## config.mk

```make
export PLATFORM = sky130hd
export DESIGN_NAME = alu_issue_ctrl
export DESIGN_NICKNAME = d
export VERILOG_FILES = /design/src/rtl/alu_ctrl_pkg.sv /design/src/rtl/regfile4x8.sv /design/src/rtl/alu_issue_ctrl.sv
export SDC_FILE = /design/constraint.sdc
export NUM_CORES = 1
export LEC_CHECK = 0
export ABC_CLOCK_PERIOD_IN_PS = 6500
export CAP_MARGIN = 0
export CORE_MARGIN = 10
export CORE_UTILIZATION = 45
export CTS_BUF_LIST = sky130_fd_sc_hd__clkbuf_4 sky130_fd_sc_hd__clkbuf_8
export CTS_CLUSTER_DIAMETER = 200
export CTS_CLUSTER_SIZE = 24
export DETAILED_ROUTE_END_ITERATION = 8
export PLACE_DENSITY = 0.72
export REMOVE_ABC_BUFFERS = 1
export SYNTH_ARGS = -nofsm -noshare
export SYNTH_HDL_FRONTEND = slang
export SYNTH_SLANG_ARGS = --single-unit
```

## constraint.sdc

```tcl
create_clock -name clk -period 6.5 [get_ports clk]
set_input_delay 0.65 -clock clk [delete_from_list [all_inputs] [get_ports clk]]
set_output_delay 0.65 -clock clk [all_outputs]
set_load 0.005 [all_outputs]
```

## src/rtl/alu_ctrl_pkg.sv

```systemverilog
// Shared definitions for the ALU issue controller: opcodes, FSM encoding,
// instruction field positions and flag bit indices.
package alu_ctrl_pkg;

  localparam int DW   = 8;
  localparam int NREG = 4;
  localparam int IW   = 10;

  localparam logic [2:0] OP_ADD   = 3'b000;
  localparam logic [2:0] OP_SUB   = 3'b001;
  localparam logic [2:0] OP_AND   = 3'b010;
  localparam logic [2:0] OP_OR    = 3'b011;
  localparam logic [2:0] OP_PASSA = 3'b100;
  localparam logic [2:0] OP_SHL   = 3'b101;
  localparam logic [2:0] OP_SHR   = 3'b110;
  localparam logic [2:0] OP_ZERO  = 3'b111;

  localparam logic [1:0] IDLE = 2'd0;
  localparam logic [1:0] READ = 2'd1;
  localparam logic [1:0] EXEC = 2'd2;

  localparam int INSTR_WB_EN   = 9;
  localparam int INSTR_OP_MSB  = 8;
  localparam int INSTR_OP_LSB  = 6;
  localparam int INSTR_RD_MSB  = 5;
  localparam int INSTR_RD_LSB  = 4;
  localparam int INSTR_RS1_MSB = 3;
  localparam int INSTR_RS1_LSB = 2;
  localparam int INSTR_RS2_MSB = 1;
  localparam int INSTR_RS2_LSB = 0;

  localparam int FLAG_CARRY = 3;
  localparam int FLAG_ZERO  = 2;
  localparam int FLAG_NEG   = 1;
  localparam int FLAG_OVER  = 0;

  typedef struct packed {
    logic       wb_en;
    logic [2:0] op;
    logic [1:0] rd;
    logic [1:0] rs1;
    logic [1:0] rs2;
  } instr_t;

  function automatic instr_t decode_instr(input logic [IW-1:0] word);
    instr_t d;
    d.wb_en = word[INSTR_WB_EN];
    d.op    = word[INSTR_OP_MSB:INSTR_OP_LSB];
    d.rd    = word[INSTR_RD_MSB:INSTR_RD_LSB];
    d.rs1   = word[INSTR_RS1_MSB:INSTR_RS1_LSB];
    d.rs2   = word[INSTR_RS2_MSB:INSTR_RS2_LSB];
    return d;
  endfunction

endpackage

```

## src/rtl/regfile4x8.sv

```systemverilog
// Small register file: two operand read ports and one debug read port, all
// combinational, plus a single synchronous write port with synchronous clear.
module regfile4x8
  import alu_ctrl_pkg::*;
#(
  parameter int DW   = 8,
  parameter int NREG = 4,
  parameter int AW   = $clog2(NREG)
) (
  input  logic          clk,
  input  logic          rst_n,
  input  logic          we,
  input  logic [AW-1:0] waddr,
  input  logic [DW-1:0] wdata,
  input  logic [AW-1:0] rs1_addr,
  input  logic [AW-1:0] rs2_addr,
  output logic [DW-1:0] rs1_data,
  output logic [DW-1:0] rs2_data,
  input  logic [AW-1:0] dbg_addr,
  output logic [DW-1:0] dbg_data
);

  logic [DW-1:0] regs [NREG];

  always_ff @(posedge clk) begin
    if (!rst_n) begin
      for (int i = 0; i < NREG; i++) begin
        regs[i] <= '0;
      end
    end else if (we) begin
      regs[waddr] <= wdata;
    end
  end

  assign rs1_data = regs[rs1_addr];
  assign rs2_data = regs[rs2_addr];
  assign dbg_data = regs[dbg_addr];

endmodule

```

## src/rtl/alu_issue_ctrl.sv

```systemverilog
// Three-state execute loop around the combinational ALU: accept an
// instruction, read operands, drive the ALU for one cycle, write back.
module alu_issue_ctrl
  import alu_ctrl_pkg::*;
#(
  parameter int DW   = 8,
  parameter int NREG = 4,
  parameter int AW   = $clog2(NREG)
) (
  input  logic          clk,
  input  logic          rst_n,
  input  logic          instr_valid,
  input  logic [9:0]    instr,
  output logic          instr_ready,
  input  logic          ld_valid,
  input  logic [AW-1:0] ld_addr,
  input  logic [DW-1:0] ld_data,
  output logic [DW-1:0] alu_a,
  output logic [DW-1:0] alu_b,
  output logic [2:0]    alu_sel,
  input  logic [DW-1:0] alu_out,
  input  logic          alu_carry,
  input  logic          alu_zero,
  input  logic          alu_neg,
  input  logic          alu_over,
  output logic [3:0]    flags,
  output logic          done,
  input  logic [AW-1:0] dbg_addr,
  output logic [DW-1:0] dbg_data
);

  logic [1:0]    state;
  instr_t        ir;
  logic [DW-1:0] opa;
  logic [DW-1:0] opb;
  logic [DW-1:0] rs1_data;
  logic [DW-1:0] rs2_data;
  logic          rf_we;
  logic [AW-1:0] rf_waddr;
  logic [DW-1:0] rf_wdata;
  logic          in_idle;
  logic          in_exec;

  assign in_idle     = (state == IDLE);
  assign in_exec     = (state == EXEC);
  assign instr_ready = rst_n & ~ld_valid & in_idle;

  // The single write port is shared: loads only land in IDLE, writeback only in EXEC.
  assign rf_we    = (in_idle & ld_valid) | (in_exec & ir.wb_en);
  assign rf_waddr = in_exec ? AW'(ir.rd) : ld_addr;
  assign rf_wdata = in_exec ? ((ir.op == OP_ZERO) ? '0 : alu_out) : ld_data;

  assign alu_a   = in_exec ? opa : '0;
  assign alu_b   = in_exec ? opb : '0;
  assign alu_sel = in_exec ? ir.op : 3'b000;

  regfile4x8 #(.DW(DW), .NREG(NREG), .AW(AW)) u_regfile (
    .clk      (clk),
    .rst_n    (rst_n),
    .we       (rf_we),
    .waddr    (rf_waddr),
    .wdata    (rf_wdata),
    .rs1_addr (AW'(ir.rs1)),
    .rs2_addr (AW'(ir.rs2)),
    .rs1_data (rs1_data),
    .rs2_data (rs2_data),
    .dbg_addr (dbg_addr),
    .dbg_data (dbg_data)
  );

  always_ff @(posedge clk) begin
    if (!rst_n) begin
      state <= IDLE;
      ir    <= '0;
      opa   <= '0;
      opb   <= '0;
      flags <= '0;
      done  <= 1'b0;
    end else begin
      done <= 1'b0;
      case (state)
        IDLE: begin
          if (instr_valid && instr_ready) begin
            ir    <= decode_instr(instr);
            state <= READ;
          end
        end
        READ: begin
          opa   <= rs1_data;
          opb   <= rs2_data;
          state <= EXEC;
        end
        EXEC: begin
          flags[FLAG_CARRY] <= alu_carry;
          flags[FLAG_ZERO]  <= alu_zero;
          flags[FLAG_NEG]   <= alu_neg;
          flags[FLAG_OVER]  <= alu_over;
          done              <= 1'b1;
          state             <= IDLE;
        end
        default: state <= IDLE;
      endcase
    end
  end

endmodule

```

==> results.py, run 1 <==
metrics = {
    "status": {
        "status": "completed",
    },
    "timing": {
        "clock_skew_ns": 0.00603,
        "rsz0062_at_grt": "no",
        "setup_viol": 0,
        "worstMarginPinSlew_ns": 1.18,
        "drv_slew": 0,
        "setup_tns_ns": 0,
        "period_needed_ns": 3.36,
        "min_period_over_period_pct": 51.8,
        "relSlewSlack_pct": 20.9,
        "final_hold_viol_count": 0,
        "timing.fmax_mhz": 297,
    },
    "finish": {
        "layout_common_cells": "clkdlybuf4s50_1, dfxtp_1, edfxtp_1",
        "fin_nets": 362,
        "drive_gt1_share_pct": 16.7,
        "num-fill-cells": 617,
        "final_area_um2": 4300,
        "syn_to_final_growth_pct": 28.1,
        "register_area_um2": 1620,
        "multi_input_area_um2": 1600,
        "num_antenna_cells": 0,
        "final_common_cell": "clkdlybuf4s50_1",
    },
    "floorplanning": {
        "ios": 71,
        "start_util_pct": 46.2,
        "die_y_um": 106,
        "dieArea_um2": 11300,
        "die_x_um": 106,
        "coreArea_um2": 7250,
        "std_cell_rows": 31,
    },
    "critical_path": {
        "crit_required_ns": 6.45,
        "worstPathArrival_ns": 3.31,
        "crit_fanout": 23,
        "r2r-start": "state[0]",
        "reg2reg_slack_ns": 3.63,
        "cp-end-kind": "register",
        "worstReg2RegEnd": "u_regfile.regs[1][5]",
        "crit_type": "in2reg",
        "slowest_delay_ns": 0.99,
        "crit_chain": "clkdlybuf4s50_1 -> nor2b_1 -> nand2_1 -> o21ai_0",
        "reg2reg_depth": 3,
        "worst_setup_path_start_kind": "primary input",
        "slowest_stage": "o21ai_0",
    },
    "routing": {
        "postRouteAntennaNets": 0,
        "wl_um": 7740,
        "via_per_inst": 5.53,
        "drc": 0,
        "vias": 2367,
        "drtIter0Drc": 99,
        "drtPass1Iterations": 5,
        "routedWlPerCell_um": 18.1,
    },
    "placement": {
        "place_congestion": 0.769,
        "io_buffers": 70,
        "hpwl_um": 5950,
        "placed_cell_area_um2": 4080,
    },
    "power": {
        "ir_drop_uv": 159,
        "finalPower_uw": 934,
        "p_sw_share_pct": 22.6,
        "p_leak_uw": 0.00148,
        "p_comb_share_pct": 11.8,
        "power.share.sequential_pct": 49.7,
        "p_switching_uw": 211,
        "p_clk_share_pct": 38.5,
        "power_per_cell_area_nw_per_um2": 217,
        "intPower_uw": 723,
    },
    "clock_tree": {
        "cts_resized": 0,
        "clock_sinks": 65,
        "root_buffer": "clkbuf_8",
        "insertion_delay_ns": 0.33,
        "cts.path.max_buffers": 2,
        "cts_buffers": 9,
        "path_clk_slew_ns": 0.07,
        "cts_setup_buffers": 0,
        "cts-hold-fix-buffers": 0,
        "h-tree-depth": 3,
        "cts_tree": "yes",
    },
    "job": {
        "maxCapViolCount": 0,
    },
    "synthesis": {
        "synthTopCellsByArea": "edfxtp_1, dfxtp_1, mux4_2, a22o_1, a211oi_1",
        "synth-seq-area-share_pct": 48.4,
        "synth_area_per_cell_um2": 12.7,
        "synth_area_leader_cell": "edfxtp_1",
        "yosysWarnings": 0,
        "yosys.cell_types.count": 32,
        "syn_area_um2": 3350,
        "synth_cells": 264,
        "ys_ff_latch": 65,
        "synth_top_area_share_pct": 28.7,
    },
    "global_routing": {
        "first_global_vias": 2410,
        "grt_overflow": 0,
        "antenna_found_initial": 0,
        "grt_pass1_wl_um": 12500,
        "grt_max_degree": 25,
        "grtUsageTotal_pct": 13.7,
    },
    "hold_path": {
        "worstHoldPathCells": 1,
        "min-delay-start": "opb[6]",
        "min_path_type": "reg2reg",
        "holdPathEnd": "opb[6]",
    },
}
[synth_stat cells]
master	count
a211oi_1	18
a211oi_2	6
a21boi_0	15
a21boi_1	1
a21oi_1	8
a22o_1	16
a31oi_2	1
and2_1	21
and3_1	11
buf_1	3
buf_2	10
buf_4	2
buf_6	1
clkbuf_1	8
dfxtp_1	33
edfxtp_1	32
inv_1	4
mux2_2	1
mux2_4	1
mux2i_4	1
mux4_2	24
nand2_1	17
nand2b_1	1
nand3_1	9
nand3b_1	1
nor2b_1	2
nor4b_2	1
nor4bb_1	1
o2111ai_4	1
o21a_1	10
o21ai_0	3
o41ai_1	1
[through the flow]
step	setup WS [ns]	hold WS, ns	cells	util (%)
floorplan	3.62	0.434	240	-
detailed placement	2.81	0.459	412	56.3
global route	2.93	0.483	428	59.2
finish	3.14	0.468	428	59.2
global placement	2.92	0.451	412	56.3
CTS	3.13	0.474	428	59.2
[logic make-up (layout without fill, tap and decap cells)]
group	count (synthesis)	in the layout	share of synthesized area [%]
simple gates	64	64	10.8
mux	27	27	17.6
flops	65	65	48.4
compound gates	80	80	19.3
buf+inv	28	93	3.96
[per-layer routing]
metal,wire [µm],vias up,global-route usage (%),share of wire [%]
met1,3340,1129,17.0,43
met2,3800,73,22.6,49
met3,532,7,3.93,6.9
met4,71,0,4.06,0.92
li1,-,1158,-,-
met5,0,-,0,0
[power groups by stage]
stage | combinational, µW | clock, µW | sequential [µW]
4_1_cts | 110 | 362 | 464
6_report | 110 | 360 | 464
2_1_floorplan | 56.3 | 0 | 467
3_5_place_dp | 109 | 0 | 473
5_1_grt | 118 | 381 | 466
3_3_place_gp | 108 | 0 | 472
[how the worst max path moves through the flow]
stage / to / startpoint
2_1_floorplan: u_regfile.regs[0][0] / state[1]
3_3_place_gp: u_regfile.regs[1][0] / rst_n
3_5_place_dp: u_regfile.regs[1][2] / rst_n
4_1_cts: u_regfile.regs[1][5] / rst_n
5_1_grt: u_regfile.regs[1][2] / rst_n
6_report: u_regfile.regs[1][5] / rst_n
[sequential cells by signal (all words and copies together) (netlist names)]
| name | count |
|---|---|
| u_regfile.regs | 32 |
| state | 2 |
| done | 1 |
| flags | 4 |
| opa | 8 |
| ir | 10 |
| opb | 8 |
[layout make-up]
cell class | instances | share of cell area [%]
flip-flops and latches | 65 | 37.8
inverters | 4 | 0.350
clock inverters | 3 | 0.903
clock buffers | 13 | 4.02
well taps | 99 | 2.88
multi-input cells | 171 | 37.3
repair buffers | 73 | 16.8
[worst max-delay path: cells and delay by family]
family,cells,cell delay [ns]
compound gates,1,0.99
simple gates,2,0.69
buf+inv,1,0.98
(Power assumes the default switching activity.)
==> run 2: changes to the inputs <==
ABC_CLOCK_PERIOD_IN_PS = 2900   (was 6500)
PLACE_DENSITY = 0.75   (was 0.72)
clock period = 2.9 ns   (was 6.5 ns; I/O delays follow)
==> results.py, run 2 (same netlist as run 1, synthesis figures left out) <==
metrics = {
    "routing": {
        "drtPass1Iterations": 4,
        "postRouteAntennaNets": 0,
        "drtIter0Drc": 162,
        "drc": 0,
        "wl_um": 7990,
        "vias": 2435,
        "via_per_inst": 5.55,
        "routedWlPerCell_um": 18.2,
    },
    "critical_path": {
        "r2r-start": "state[0]",
        "worstReg2RegEnd": "u_regfile.regs[2][1]",
        "crit_fanout": 17,
        "worstPathArrival_ns": 2.22,
        "reg2reg_slack_ns": 0.75,
        "crit_required_ns": 2.61,
        "cp-end-kind": "output pin",
        "worst_setup_path_start_kind": "register",
        "crit_type": "reg2out",
        "reg2reg_depth": 4,
    },
    "power": {
        "p_leak_uw": 0.00155,
        "power.share.sequential_pct": 47.6,
        "intPower_uw": 1720,
        "finalPower_uw": 2190,
        "p_sw_share_pct": 21.5,
        "power_per_cell_area_nw_per_um2": 497,
        "ir_drop_uv": 231,
        "p_clk_share_pct": 40.6,
        "p_comb_share_pct": 11.8,
        "p_switching_uw": 469,
    },
    "global_routing": {
        "grt_overflow": 0,
        "grtUsageTotal_pct": 14.7,
        "grt_max_degree": 23,
        "grtUsageMet2_pct": 24.2,
        "first_global_vias": 2564,
        "use_met3_pct": 3.74,
        "antenna_found_initial": 0,
        "grt_pass1_wl_um": 13400,
        "use_met1_pct": 18.0,
        "grt_busiest_layer": "met2",
    },
    "clock_tree": {
        "cts_tree": "yes",
        "insertion_delay_ns": 0.33,
        "h-tree-depth": 3,
        "cts_setup_buffers": 0,
        "cts_resized": 0,
        "clock_sinks": 65,
        "cts.path.max_buffers": 2,
        "cts_buffers": 9,
        "cts-hold-fix-buffers": 0,
        "root_buffer": "clkbuf_8",
        "path_clk_slew_ns": 0.07,
    },
    "timing": {
        "rsz0062_at_grt": "no",
        "setup_tns_ns": 0,
        "period_needed_ns": 2.51,
        "min_period_over_period_pct": 86.4,
        "setup_viol": 0,
        "timing.fmax_mhz": 399,
        "clock_skew_ns": 0.0117,
        "whs_ns": 0.466,
        "worstMarginPinSlew_ns": 0.607,
        "final_hold_viol_count": 0,
        "drv_slew": 0,
        "relSlewSlack_pct": 59.6,
    },
    "finish": {
        "largest_reg_flops": 32,
        "max_flop_register": "u_regfile.regs",
        "layout_common_cells": "clkdlybuf4s50_1, dfxtp_1, edfxtp_1",
        "final_core_util_pct": 60.7,
        "instances_no_fill": 439,
        "drive_gt1_share_pct": 19.7,
        "fin_nets": 373,
        "num_antenna_cells": 0,
        "reg_top3": "u_regfile.regs: 32 flops, ir: 10 flops",
        "syn_to_final_growth_pct": 31.3,
        "final_common_cell": "clkdlybuf4s50_1",
    },
    "job": {
        "maxCapViolCount": 0,
    },
    "placement": {
        "io_buffers": 70,
        "hpwl_um": 6090,
        "post-place-cells": 423,
        "place_congestion": 0.749,
    },
    "hold_path": {
        "holdPathEnd": "flags[2]",
        "min_path_type": "reg2reg",
        "worstHoldPathCells": 2,
        "min-delay-start": "flags[2]",
    },
    "floorplanning": {
        "die_x_um": 106,
        "ios": 71,
        "dieArea_um2": 11300,
        "start_util_pct": 46.2,
        "die_y_um": 106,
        "coreArea_um2": 7250,
        "std_cell_rows": 31,
    },
    "status": {
        "status": "completed",
    },
}
==> run 2: metal layers <==
layer,wire [µm],vias up
met2,3990,60
li1,-,1180
met4,79,0
met1,3490,1191
met5,0,-
met3,433,4
==> run 2: worst max-delay path, stage by stage (launching register included) <==
cell	delay (ns)
dfxtp_1	0.48
nor2b_2	0.49
buf_4	0.28
and2_1	0.14
clkdlybuf4s50_1	0.50
==> run 2: area by class of cell <==
type | instances | area, µm²
fill | 583 | 2850
sequential | 65 | 1620
timing repair buffer | 84 | 806
clock buffer | 14 | 174
tap | 99 | 124
inverter | 4 | 15.0
clock inverter | 2 | 60.1
multi-input combinational | 171 | 1600
==> run 2: worst max path at each step <==
stage / start / to / slack, ns / cells past startpoint
finish: state[1] / alu_sel[0] / 0.39 / 4
global placement: dbg_addr[0] / dbg_data[7] / 0.46 / 4
global route: state[1] / alu_sel[2] / 0.23 / 4
detailed placement: dbg_addr[0] / dbg_data[3] / 0.45 / 4
CTS: state[1] / alu_sel[0] / 0.36 / 4
floorplan: state[1] / u_regfile.regs[0][0] / 0.02 / 3
==> run 2: power by group through the flow <==
stage          registers (µW)  logic [µW]  clock network (µW)
6_report                 1040         258                 888
5_1_grt                  1050         279                 945
4_1_cts                  1040         261                 901
3_5_place_dp             1060         260                   0
3_3_place_gp             1060         256                   0
2_1_floorplan            1050         126                   0
==> run 2: through the flow <==
stage          worst slack, ns  instance area [µm²]
5_1_grt                  0.232                 4400
3_3_place_gp             0.460                 4170
2_1_floorplan           0.0151                 3230
3_5_place_dp             0.446                 4170
6_report                 0.394                 4400
4_1_cts                  0.362                 4400
==> run 3: changes to the inputs <==
ABC_CLOCK_PERIOD_IN_PS = 2060   (was 2900)
PLACE_DENSITY = 0.74   (was 0.75)
clock period = 2.06 ns   (was 2.9 ns; I/O delays follow)
==> results.py, run 3 (same netlist as run 1, synthesis figures left out) <==
metrics = {
    "power": {
        "p_leak_uw": 0.00175,
        "ir_drop_uv": 267,
        "power_per_cell_area_nw_per_um2": 643,
    },
    "global_routing": {
        "grt_max_degree": 22,
        "first_global_vias": 2606,
        "grt_overflow": 0,
        "grt_pass1_wl_um": 13600,
        "antenna_found_initial": 0,
        "grtUsageTotal_pct": 15.1,
    },
    "timing": {
        "relSlewSlack_pct": 61.3,
        "worst_slack_ns": 0.0697,
        "period_needed_ns": 1.99,
        "min_period_over_period_pct": 96.6,
        "clock_skew_ns": 0.00750,
        "setup_viol": 0,
        "whs_ns": 0.433,
        "drv_slew": 0,
        "timing.fmax_mhz": 502,
        "final_hold_viol_count": 0,
        "worstMarginPinSlew_ns": 0.579,
    },
    "finish": {
        "layout_common_cells": "clkdlybuf4s50_1, dfxtp_1, edfxtp_1",
        "num_antenna_cells": 0,
        "final_area_um2": 4490,
        "fin_nets": 386,
        "drive_gt1_share_pct": 22.1,
        "max_flop_register": "u_regfile.regs",
        "instances_no_fill": 452,
        "num-fill-cells": 594,
        "syn_to_final_growth_pct": 33.8,
        "final_core_util_pct": 61.8,
        "final_common_cell": "clkdlybuf4s50_1",
        "reg_top3": "u_regfile.regs: 32 flops, ir: 10 flops",
        "largest_reg_flops": 32,
    },
    "routing": {
        "drtIter0Drc": 154,
        "routedWlPerCell_um": 18.6,
        "vias": 2488,
        "drtPass1Iterations": 4,
        "drc": 0,
        "via_per_inst": 5.50,
        "wl_um": 8420,
        "postRouteAntennaNets": 0,
    },
    "critical_path": {
        "crit_required_ns": 1.85,
        "reg2reg_depth": 4,
        "slowest_stage": "clkdlybuf4s50_1",
        "path_delay_family": "buffers and inverters",
        "path_depth": 5,
        "crit_fanout": 8,
        "cp-end-kind": "output pin",
        "path_buf_inv": 3,
        "slowest_delay_ns": 0.49,
        "worst_setup_path_start_kind": "register",
        "crit_type": "reg2out",
        "crit_chain": "buf_4 -> nor2b_4 -> buf_6 -> and2_1 -> clkdlybuf4s50_1",
        "worstPathArrival_ns": 1.78,
    },
    "placement": {
        "hpwl_um": 6150,
        "place_ws_ns": -0.0131,
        "placed_cell_area_um2": 4210,
        "place_congestion": 0.777,
        "post-place-cells": 427,
        "io_buffers": 70,
    },
    "floorplanning": {
        "die_y_um": 106,
        "dieArea_um2": 11300,
        "start_util_pct": 46.2,
        "die_x_um": 106,
        "coreArea_um2": 7250,
        "ios": 71,
        "std_cell_rows": 31,
    },
    "clock_tree": {
        "h-tree-depth": 3,
        "insertion_delay_ns": 0.34,
        "cts-hold-fix-buffers": 0,
        "path_clk_slew_ns": 0.07,
        "cts_tree": "yes",
        "cts.path.max_buffers": 2,
        "root_buffer": "clkbuf_8",
        "clock_sinks": 65,
        "cts_buffers": 9,
    },
    "job": {
        "maxCapViolCount": 0,
    },
    "status": {
        "status": "completed",
    },
    "hold_path": {
        "min_path_type": "in2reg",
        "worstHoldPathCells": 3,
    },
}
[run 3: changes by cell type in the layout (fill, tap and decap cells not counted), moves of 2 or more]
| cell | change |
|---|---|
| clkdlybuf4s50_1 | -18 |
| clkinv_1 | +3 |
| buf_6 | +3 |
| dlymetal6s2s_1 | +7 |
| dlygate4sd2_1 | +11 |
| buf_4 | +9 |
| clkbuf_8 | -2 |
[run 3: timing repair]
item,4_1_cts,5_1_grt
setup endpoints to repair,20,16
cloned,2,0
setup buffers,3,5
gates resized for setup,18,8
[run 3: area by class of cell]
| type | instances | area, µm² | area share, % |
|---|---|---|---|
| multi-input combinational | 171 | 1610 | 35.8 |
| clock buffer | 11 | 139 | 3.10 |
| timing repair buffer | 97 | 931 | 20.8 |
| inverter | 4 | 15.0 | 0.335 |
| sequential | 65 | 1630 | 36.2 |
| tap | 99 | 124 | 2.76 |
| clock inverter | 5 | 46.3 | 1.03 |
[run 3: final timing paths]
check / startpoint / to / slack, ns
min reg2reg: flags[3] / flags[3] / 0.47
max: state[0] / alu_a[1] / 0.07
max reg2reg: state[1] / u_regfile.regs[3][6] / 0.17
min: alu_neg / flags[1] / 0.43
[run 3: metal layers]
metal  GRT usage [%]  up-vias  wire (µm)
met2            24.9       86       4190
met5               0        -          0
met4            5.51        0        144
li1                -     1202          -
met1            18.2     1189       3460
met3            4.53       11        622
[run 3: worst register-to-register path, delay by kind of cell, from the launching register on]
family                 cells  cell delay [ns]
AO/OA/AOI/OAI              1             0.37
multiplexers               1             0.30
buffers and inverters      1             0.25
flip-flops                 1             0.39
AND/OR/NAND/NOR            1             0.28
[run 3: per-stage QoR]
| stage | total power, µW | TNS [ns] |
|---|---|---|
| after CTS | 2900 | 0 |
| after detailed placement | 1860 | -0.0131 |
| after global routing | 2990 | -0.0438 |
| final | 2890 | 0 |
| after floorplan | 1650 | -20.15 |
| after global placement | 1850 | 0 |
[run 3: power by group]
part / internal [µW] / switching [µW] / total (µW) / leakage (µW)
clock network: 572 / 471 / 1040 / 0.0000967
registers: 1410 / 48.5 / 1460 / 0.000599
logic: 223 / 157 / 380 / 0.00105
